==> src/rtl/uart_rx_if.sv <==
// uart_rx_if: serial-in / byte-out bundle for the UART receive stage.
//   rx        : serial line into the receiver (idles high)
//   data_o    : last correctly framed byte
//   valid     : one-cycle pulse when data_o updates
//   frame_err : one-cycle pulse when the stop bit is sampled low
//   busy      : receiver is not idle
// modport master: line driver / byte consumer side.
// modport slave : the receiver itself.
interface uart_rx_if;
  logic       rx;
  logic [7:0] data_o;
  logic       valid;
  logic       frame_err;
  logic       busy;

  modport master (output rx, input data_o, input valid, input frame_err, input busy);
  modport slave  (input rx, output data_o, output valid, output frame_err, output busy);
endinterface

==> src/rtl/uart_rx.sv <==
// uart_rx: 8N1 UART receiver with mid-bit sampling.
//   clk : system clock, rising edge
//   rst : asynchronous reset, active low
//   bus : uart_rx_if.slave (rx in; data_o, valid, frame_err, busy out)
// Parameter CLKS_PER_BIT (2..65535) sets the bit period in clocks.
// Optional macro UART_RX_SYNC_EN: when defined, rx passes through a 2-flop
// synchroniser (reset to 1) before all logic; when undefined, rx is used
// directly (on-chip loopback, already synchronous to clk).
module uart_rx #(
  parameter int unsigned CLKS_PER_BIT = 16
) (
  input  logic      clk,
  input  logic      rst,
  uart_rx_if.slave  bus
);

  localparam int unsigned HALF_BIT = CLKS_PER_BIT / 2;
  localparam int unsigned CW       = (CLKS_PER_BIT > 2) ? $clog2(CLKS_PER_BIT) : 1;
  localparam logic [CW-1:0] CNT_LAST  = CW'(CLKS_PER_BIT - 1);
  localparam logic [CW-1:0] HALF_LAST = CW'(HALF_BIT - 1);

  typedef enum logic [2:0] {
    S_IDLE,
    S_START,
    S_DATA,
    S_STOP,
    S_BREAK
  } state_t;

  state_t        state, state_n;
  logic [CW-1:0] clk_cnt, clk_cnt_n;
  logic [2:0]    bit_cnt, bit_cnt_n;
  logic [7:0]    shift, shift_n;
  logic [7:0]    data_q, data_n;
  logic          valid_q, valid_n;
  logic          ferr_q, ferr_n;
  logic          rx_s;

`ifdef UART_RX_SYNC_EN
  logic [1:0] sync;

  always_ff @(posedge clk or negedge rst) begin
    if (!rst) sync <= 2'b11;
    else      sync <= {sync[0], bus.rx};
  end

  assign rx_s = sync[1];
`else
  assign rx_s = bus.rx;
`endif

  always_ff @(posedge clk or negedge rst) begin
    if (!rst) begin
      state   <= S_IDLE;
      clk_cnt <= '0;
      bit_cnt <= '0;
      shift   <= '0;
      data_q  <= '0;
      valid_q <= 1'b0;
      ferr_q  <= 1'b0;
    end else begin
      state   <= state_n;
      clk_cnt <= clk_cnt_n;
      bit_cnt <= bit_cnt_n;
      shift   <= shift_n;
      data_q  <= data_n;
      valid_q <= valid_n;
      ferr_q  <= ferr_n;
    end
  end

  always_comb begin
    state_n   = state;
    clk_cnt_n = clk_cnt;
    bit_cnt_n = bit_cnt;
    shift_n   = shift;
    data_n    = data_q;
    valid_n   = 1'b0;
    ferr_n    = 1'b0;

    case (state)
      S_IDLE: begin
        if (!rx_s) begin
          state_n   = S_START;
          clk_cnt_n = '0;
        end
      end

      S_START: begin
        // Re-check the line at the start-bit centre to reject glitches.
        if (clk_cnt == HALF_LAST) begin
          clk_cnt_n = '0;
          if (!rx_s) begin
            state_n   = S_DATA;
            bit_cnt_n = '0;
          end else begin
            state_n = S_IDLE;
          end
        end else begin
          clk_cnt_n = clk_cnt + 1'b1;
        end
      end

      S_DATA: begin
        if (clk_cnt == CNT_LAST) begin
          clk_cnt_n = '0;
          shift_n   = {rx_s, shift[7:1]};
          bit_cnt_n = bit_cnt + 1'b1;
          if (bit_cnt == 3'd7) state_n = S_STOP;
        end else begin
          clk_cnt_n = clk_cnt + 1'b1;
        end
      end

      S_STOP: begin
        if (clk_cnt == CNT_LAST) begin
          clk_cnt_n = '0;
          if (rx_s) begin
            data_n  = shift;
            valid_n = 1'b1;
            state_n = S_IDLE;
          end else begin
            ferr_n  = 1'b1;
            state_n = S_BREAK;
          end
        end else begin
          clk_cnt_n = clk_cnt + 1'b1;
        end
      end

      S_BREAK: begin
        // Line held low past the stop bit: wait for it to go high before
        // accepting another start bit.
        if (rx_s) state_n = S_IDLE;
      end

      default: state_n = S_IDLE;
    endcase
  end

  assign bus.data_o    = data_q;
  assign bus.valid     = valid_q;
  assign bus.frame_err = ferr_q;
  assign bus.busy      = (state != S_IDLE);

endmodule

==> src/flat_wrapper.sv <==
// flat-port wrapper written by rule: the top's interface ports become plain ports
module uart_rx_flat 
#(
  parameter int unsigned CLKS_PER_BIT = 16
)
  (clk, rst, bus_rx, bus_data_o, bus_valid, bus_frame_err, bus_busy);
  uart_rx_if bus_i ();
  input  logic clk;
  input  logic rst;
  input wire logic [$bits(bus_i.rx)-1:0] bus_rx;
  output wire logic [$bits(bus_i.data_o)-1:0] bus_data_o;
  output wire logic [$bits(bus_i.valid)-1:0] bus_valid;
  output wire logic [$bits(bus_i.frame_err)-1:0] bus_frame_err;
  output wire logic [$bits(bus_i.busy)-1:0] bus_busy;
  assign bus_i.rx = bus_rx;
  assign bus_data_o = bus_i.data_o;
  assign bus_valid = bus_i.valid;
  assign bus_frame_err = bus_i.frame_err;
  assign bus_busy = bus_i.busy;
  uart_rx #(.CLKS_PER_BIT(CLKS_PER_BIT)) u_core (.clk(clk), .rst(rst), .bus(bus_i));
endmodule
==> config.mk <==
export PLATFORM = sky130hd
export DESIGN_NAME = uart_rx_flat
export DESIGN_NICKNAME = d
export VERILOG_FILES = /design/src/rtl/uart_rx_if.sv /design/src/rtl/uart_rx.sv /design/src/flat_wrapper.sv
export SDC_FILE = /design/constraint.sdc
export NUM_CORES = 1
export LEC_CHECK = 0
export CAP_MARGIN = 30
export CORE_MARGIN = 1.5
export CORE_UTILIZATION = 43
export DETAILED_ROUTE_END_ITERATION = 6
export SLEW_MARGIN = 30
export SYNTH_ARGS = -nofsm -noshare
export SYNTH_HDL_FRONTEND = slang
export SYNTH_SLANG_ARGS = --single-unit
==> constraint.sdc <==
create_clock -name clk -period 2.3 [get_ports clk]
set_clock_uncertainty 0.05 [all_clocks]
set_input_delay 0.46 -clock clk [delete_from_list [all_inputs] [get_ports clk]]
set_output_delay 0.46 -clock clk [all_outputs]
set_load 0.02 [all_outputs]
* Word-level counts from Yosys, hierarchy flattened *
Cells that the tools add are included.

storage, ports and cells
  output and inout bits = 11
  flip-flop bits (word level) = 28
  input port bits = 3

operators by class
  reduce and logical (&&, ||, !) cells = 10
  equal/unequal tests = 14
  add/sub/neg operators = 2
  multiplexer cells = 23

operators with widths
  cell                                                 number
  2-to-1 mux 3 bit                                     10
  one-hot mux 3 bit (5 select lines)                   1
  2-to-1 mux 4 bit                                     3
  one-hot mux 4 bit (3 select lines)                   1
  != test 2 x 1 -> 1 bit, second input constant        4
  equality test 3 x 2 -> 1 bit, second input constant  2
  equality test 3 bit, second input constant           2
  2-to-1 mux 1 bit                                     6
  != test 2 bit, second input constant                 3
  one-hot mux 3 bit (2 select lines)                   1
  AND reduction 6 bit                                  1
  nonzero test 3 bit                                   2
  adder 4 x 1 -> 4 bit, second input constant          1
  equality test 4 x 3 -> 1 bit, second input constant  1
  equality test 4 bit, second input constant           1
  AND reduction 2 bit                                  2
  AND reduction 4 bit                                  1
  adder 3 x 1 -> 3 bit, second input constant          1
  equality test 3 x 1 -> 1 bit, second input constant  1
  zero test 3 bit                                      1
  AND reduction 3 bit                                  1
  2-to-1 mux 2 bit                                     1
  nonzero test 2 bit                                   1
  OR reduction 2 bit                                   1

* Logic depth before layout (Yosys ltp) *
  depth in word-level cells = 4
  gate-level depth with buffers = 6
  depth with buffers taken out = 5

* Worst setup path before layout *
OpenSTA, ideal clock, no wires.

  kind = reg-to-reg
  start point = register u_core.clk_cnt[0]
  end point = register u_core.shift[0]
  period minus slack after synthesis = 1,564 ps
  cell stages (with the launch flop) = 7
  path slack = 736 ps
  path buffers = 1
  data arrival time = 1,398 ps
  data required time = 2,133 ps
  cells stage by stage = dfrtp_1 > ha_1 > nand3_4 > or4_1 > buf_2 > nand2_1 > nand2_1

on the way
  word-level cells in the longest chain between the ends = 2

ends and longest elaborated chain
  item                           line            source
  from (decl)                    uart_rx.sv:31   logic [CW-1:0] clk_cnt, clk_cnt_n;
  from (signal assigned)         uart_rx.sv:63   clk_cnt <= clk_cnt_n;
  equality test 4 bit            uart_rx.sv:105  if (clk_cnt == CNT_LAST) begin
  AND reduction 2 bit (no line)  n/a
  to (signal assigned)           uart_rx.sv:65   shift <= shift_n;
  to (decl)                      uart_rx.sv:33   logic [7:0] shift, shift_n;

Every way passes these cells.
A chain may end at the register's enable or synchronous reset.

* Worst setup path after layout *
  start point = register u_core.state[1]
  end point = output port bus_busy

on the way
  word-level cells in the longest chain between the ends = 1

ends and longest elaborated chain
  item                    line                source
  from (decl)             uart_rx.sv:30       state_t state, state_n;
  from (signal assigned)  uart_rx.sv:62       state <= state_n;
  nonzero test 3 bit      uart_rx.sv:144      assign bus.busy = (state != S_IDLE);
  to (decl)               flat_wrapper.sv:14  output wire logic [$bits(bus_i.busy)-1:0] bus_busy;

Every way passes these cells.

==> flow_metrics.tcl <==
set metrics [dict create \
    die_w_um 57.2 \
    maxCapViolations 0 \
    crit_type "flip-flop to output port" \
    design_power_total_w 0.00127 \
    place_hpwl_um 1520 \
    post-cts-setup-buffers 0 \
    max_freq_ghz 0.465 \
    cellPowerDensity_nw_per_um2 849 \
    syn_nets 124 \
    syn_area_per_cell_um2 10.7 \
    cts_tree "done" \
    antenna_found_initial 0 \
    final_replace_weighted_congestion 0.839 \
    netlist_area_um2 1260 \
    run_status "finished, final reports clean" \
    synth_top_family_by_area "simple AND/OR/NAND/NOR gates" \
    first_global_vias 863 \
    ir_worst_vdd_v 0.000856 \
    ys_ff_latch 28 \
    initial_cell_density_of_the_core_pct 45.4 \
    max-slew-margin-rel_pct 77.2 \
    synth_simple_gate_area_share_pct 20.7 \
    min_path_type "input port to asynchronous set/reset pin" \
    postCtsHoldBufs 0 \
    routedWlPerCell_um 12.6 \
    synth_top_cells_by_count "31 x nand2_1, 28 x dfrtp_1, 8 x mux2_2" \
    critical_path.max_fanout 2 \
    netlist-cell-type-count 29 \
    post-route-util_pct 53.7 \
    post_cts.resized_instances 0 \
    grt_overflow 0 \
    r2r-start "u_core.clk_cnt[0]" \
    post-synth-top-area-fraction_pct 55.4 \
    clk_pin_slew_ps 150 \
    synthMuxAreaShare_pct 8.81 \
    totalNegativeSetupSlack_ps 0 \
    layout_worst_path_cycle_share_pct 93.5 \
    drt-vias-per-instance 5.28 \
    fp.dieArea_um2 3270 \
    asyncSetResetFlopFracSynth_pct 100 \
    critical-path-top-delay-family "buffers and inverters" \
    yosys_most_used_dff "dfrtp_1" \
    route.vias.total 872 \
    synthesis.instances 118 \
    cp_cell_sequence "or3_1, clkdlybuf4s50_1" \
    clock_path_buffers 2 \
    yosys.area_share.adder_pct 2.97 \
    netlist_top_cells_area "dfrtp_1 55%, nand2_1 9.2%, mux2_2 7.1%" \
    cts-buffers-inserted 3 \
    num_io_pins 14 \
    netlist.top_cell.by_area "dfrtp_1" \
    grt.total_usage_pct 14.7 \
    drt-initial-drc-count 17 \
    p_leak_nw 0.743 \
    drt_first_pass_iters 5 \
    maximum_cell_stage_delay_along_the_critical_path_ps 550 \
    timing_hold_violations_final 0 \
    synth-edff-count 0 \
    maxSlewViolCount 0 \
    synth-seq-area-share_pct 55.4 \
    detail-route-antenna-nets 0 \
    timing_worst_slew_pin_value_ps 342 \
    growth_of_design_area_from_synthesis_to_finish_pct 18.2 \
    input_output_buffers 13 \
    clock_tree.root_cell "clkbuf_4" \
    grt_max_degree 29 \
    crit_buf_inv 1 \
    critPathRequiredTime_ps 1790 \
    die_h_um 57.2 \
    flop_to_flop_setup_slack_ps 530 \
    count_of_standard_cell_rows 19 \
    critical_path_arrival_ps 1640 \
    setup-violations-final 0 \
    cpMaxStageDelayCell "clkdlybuf4s50_1" \
    post_route_cells_drive_above_1_share_pct 17.2 \
    synthMostInstantiatedCell "nand2_1" \
    post_synth_xor_area_fraction_pct 0 \
    ys.warnings.count 0 \
    rsz0062_at_grt "no" \
    timing.critical_path.from_type "flip-flop" \
    clock_sinks 28 \
    grt_first_pass_wirelength_um 3750 \
    route.final.wire_length_um 2070 \
    drc 0 \
    setup.worst_path.end_class "output port" \
    cp-startpoint "u_core.state[1]" \
    synth-compound-area-share_pct 8.32 \
    clock_latency_on_the_worst_skew_pair_ps 320 \
    insertedDiodeCount 0 \
    period_minus_slack_ps 2150 \
    num-nets-final 141 \
    cts_max_level 1 \
    core-area_um2 2780 \
]
area by class of cell:
class | count | area, um2
fillers | 251 | 1290
flip-flops and latches | 28 | 701
multi-input cells | 80 | 515
repair buffers | 19 | 175
well taps | 31 | 38.8
clock inverters | 1 | 30.0
clock buffers | 3 | 22.5
inverters | 3 | 11.3
report_power, final:
| group | internal (W) | switching (W) |
|---|---|---|
| clock | 0.000176 | 0.000134 |
| combinational | 0.000149 | 0.000190 |
| sequential | 0.000555 | 0.0000636 |
cells by family after synthesis:
group / after synthesis
mux: 10
compound gates: 16
fa+ha+maj: 3
buf+inv: 10
simple gates: 51
flops: 28
worst reg2reg max path, stage by stage (launching register included):
cell and delay [ps]:
dfrtp_1 420, ha_1 300, nand3_4 150, or4_1 580
nand2_1 140, nand2_1 60
worst paths after layout:
kind / end / depth (start not counted)
setup / recovery: bus_busy / 2
hold / removal: u_core.bus.data_o[4] / 2
setup reg to reg: u_core.shift[2] / 5
hold reg to reg: u_core.shift[0] / 2
min in group clk: u_core.shift[0] / 2
max in group asynchronous: u_core.state[1] / 2
routing by layer:
layer	share of wire (%)	GRT usage (%)
met5	0	0
met2	48	23.5
met3	3.4	2.04
met1	47	20.2
met4	0.87	5.98
registers in the layout, summed over array words and instances (netlist names):
signal,flops
u_core.bit_cnt,3
u_core.bus.data_o,8
u_core.bus.frame_err,1
u_core.bus.valid,1
u_core.clk_cnt,4
u_core.shift,8
u_core.state,3
placed cells by master, fill, tap and decap left out, types with 2 or more instances in the layout:
master           synthesis  routed
clkdlybuf4s50_1          0      13
clkbuf_4                 0       3
dfrtp_1                 28      28
buf_4                    1       6
nor2_1                   7       7
a21oi_1                  2       2
o21ai_0                  6       6
or3_1                    2       2
ha_1                     3       3
a21o_1                   2       2
inv_1                    2       2
nand3_1                  2       2
a22o_1                   4       4
mux2_2                   8       8
nand2_1                 31      31
through the flow:
| stage | area, um2 | hold slack, ps | setup slack [ps] | std cells |
|---|---|---|---|---|
| final | 1490 | 438 | 151 | 165 |
| after global routing | 1490 | 433 | 78.5 | 165 |
| after CTS | 1490 | 435 | 127 | 165 |
| after detailed placement | 1440 | 421 | 383 | 161 |
| after global placement | 1440 | 416 | 478 | 161 |
| after floorplan | 1260 | 114 | 736 | 118 |
Note: power is estimated with default switching activity, not from simulation.
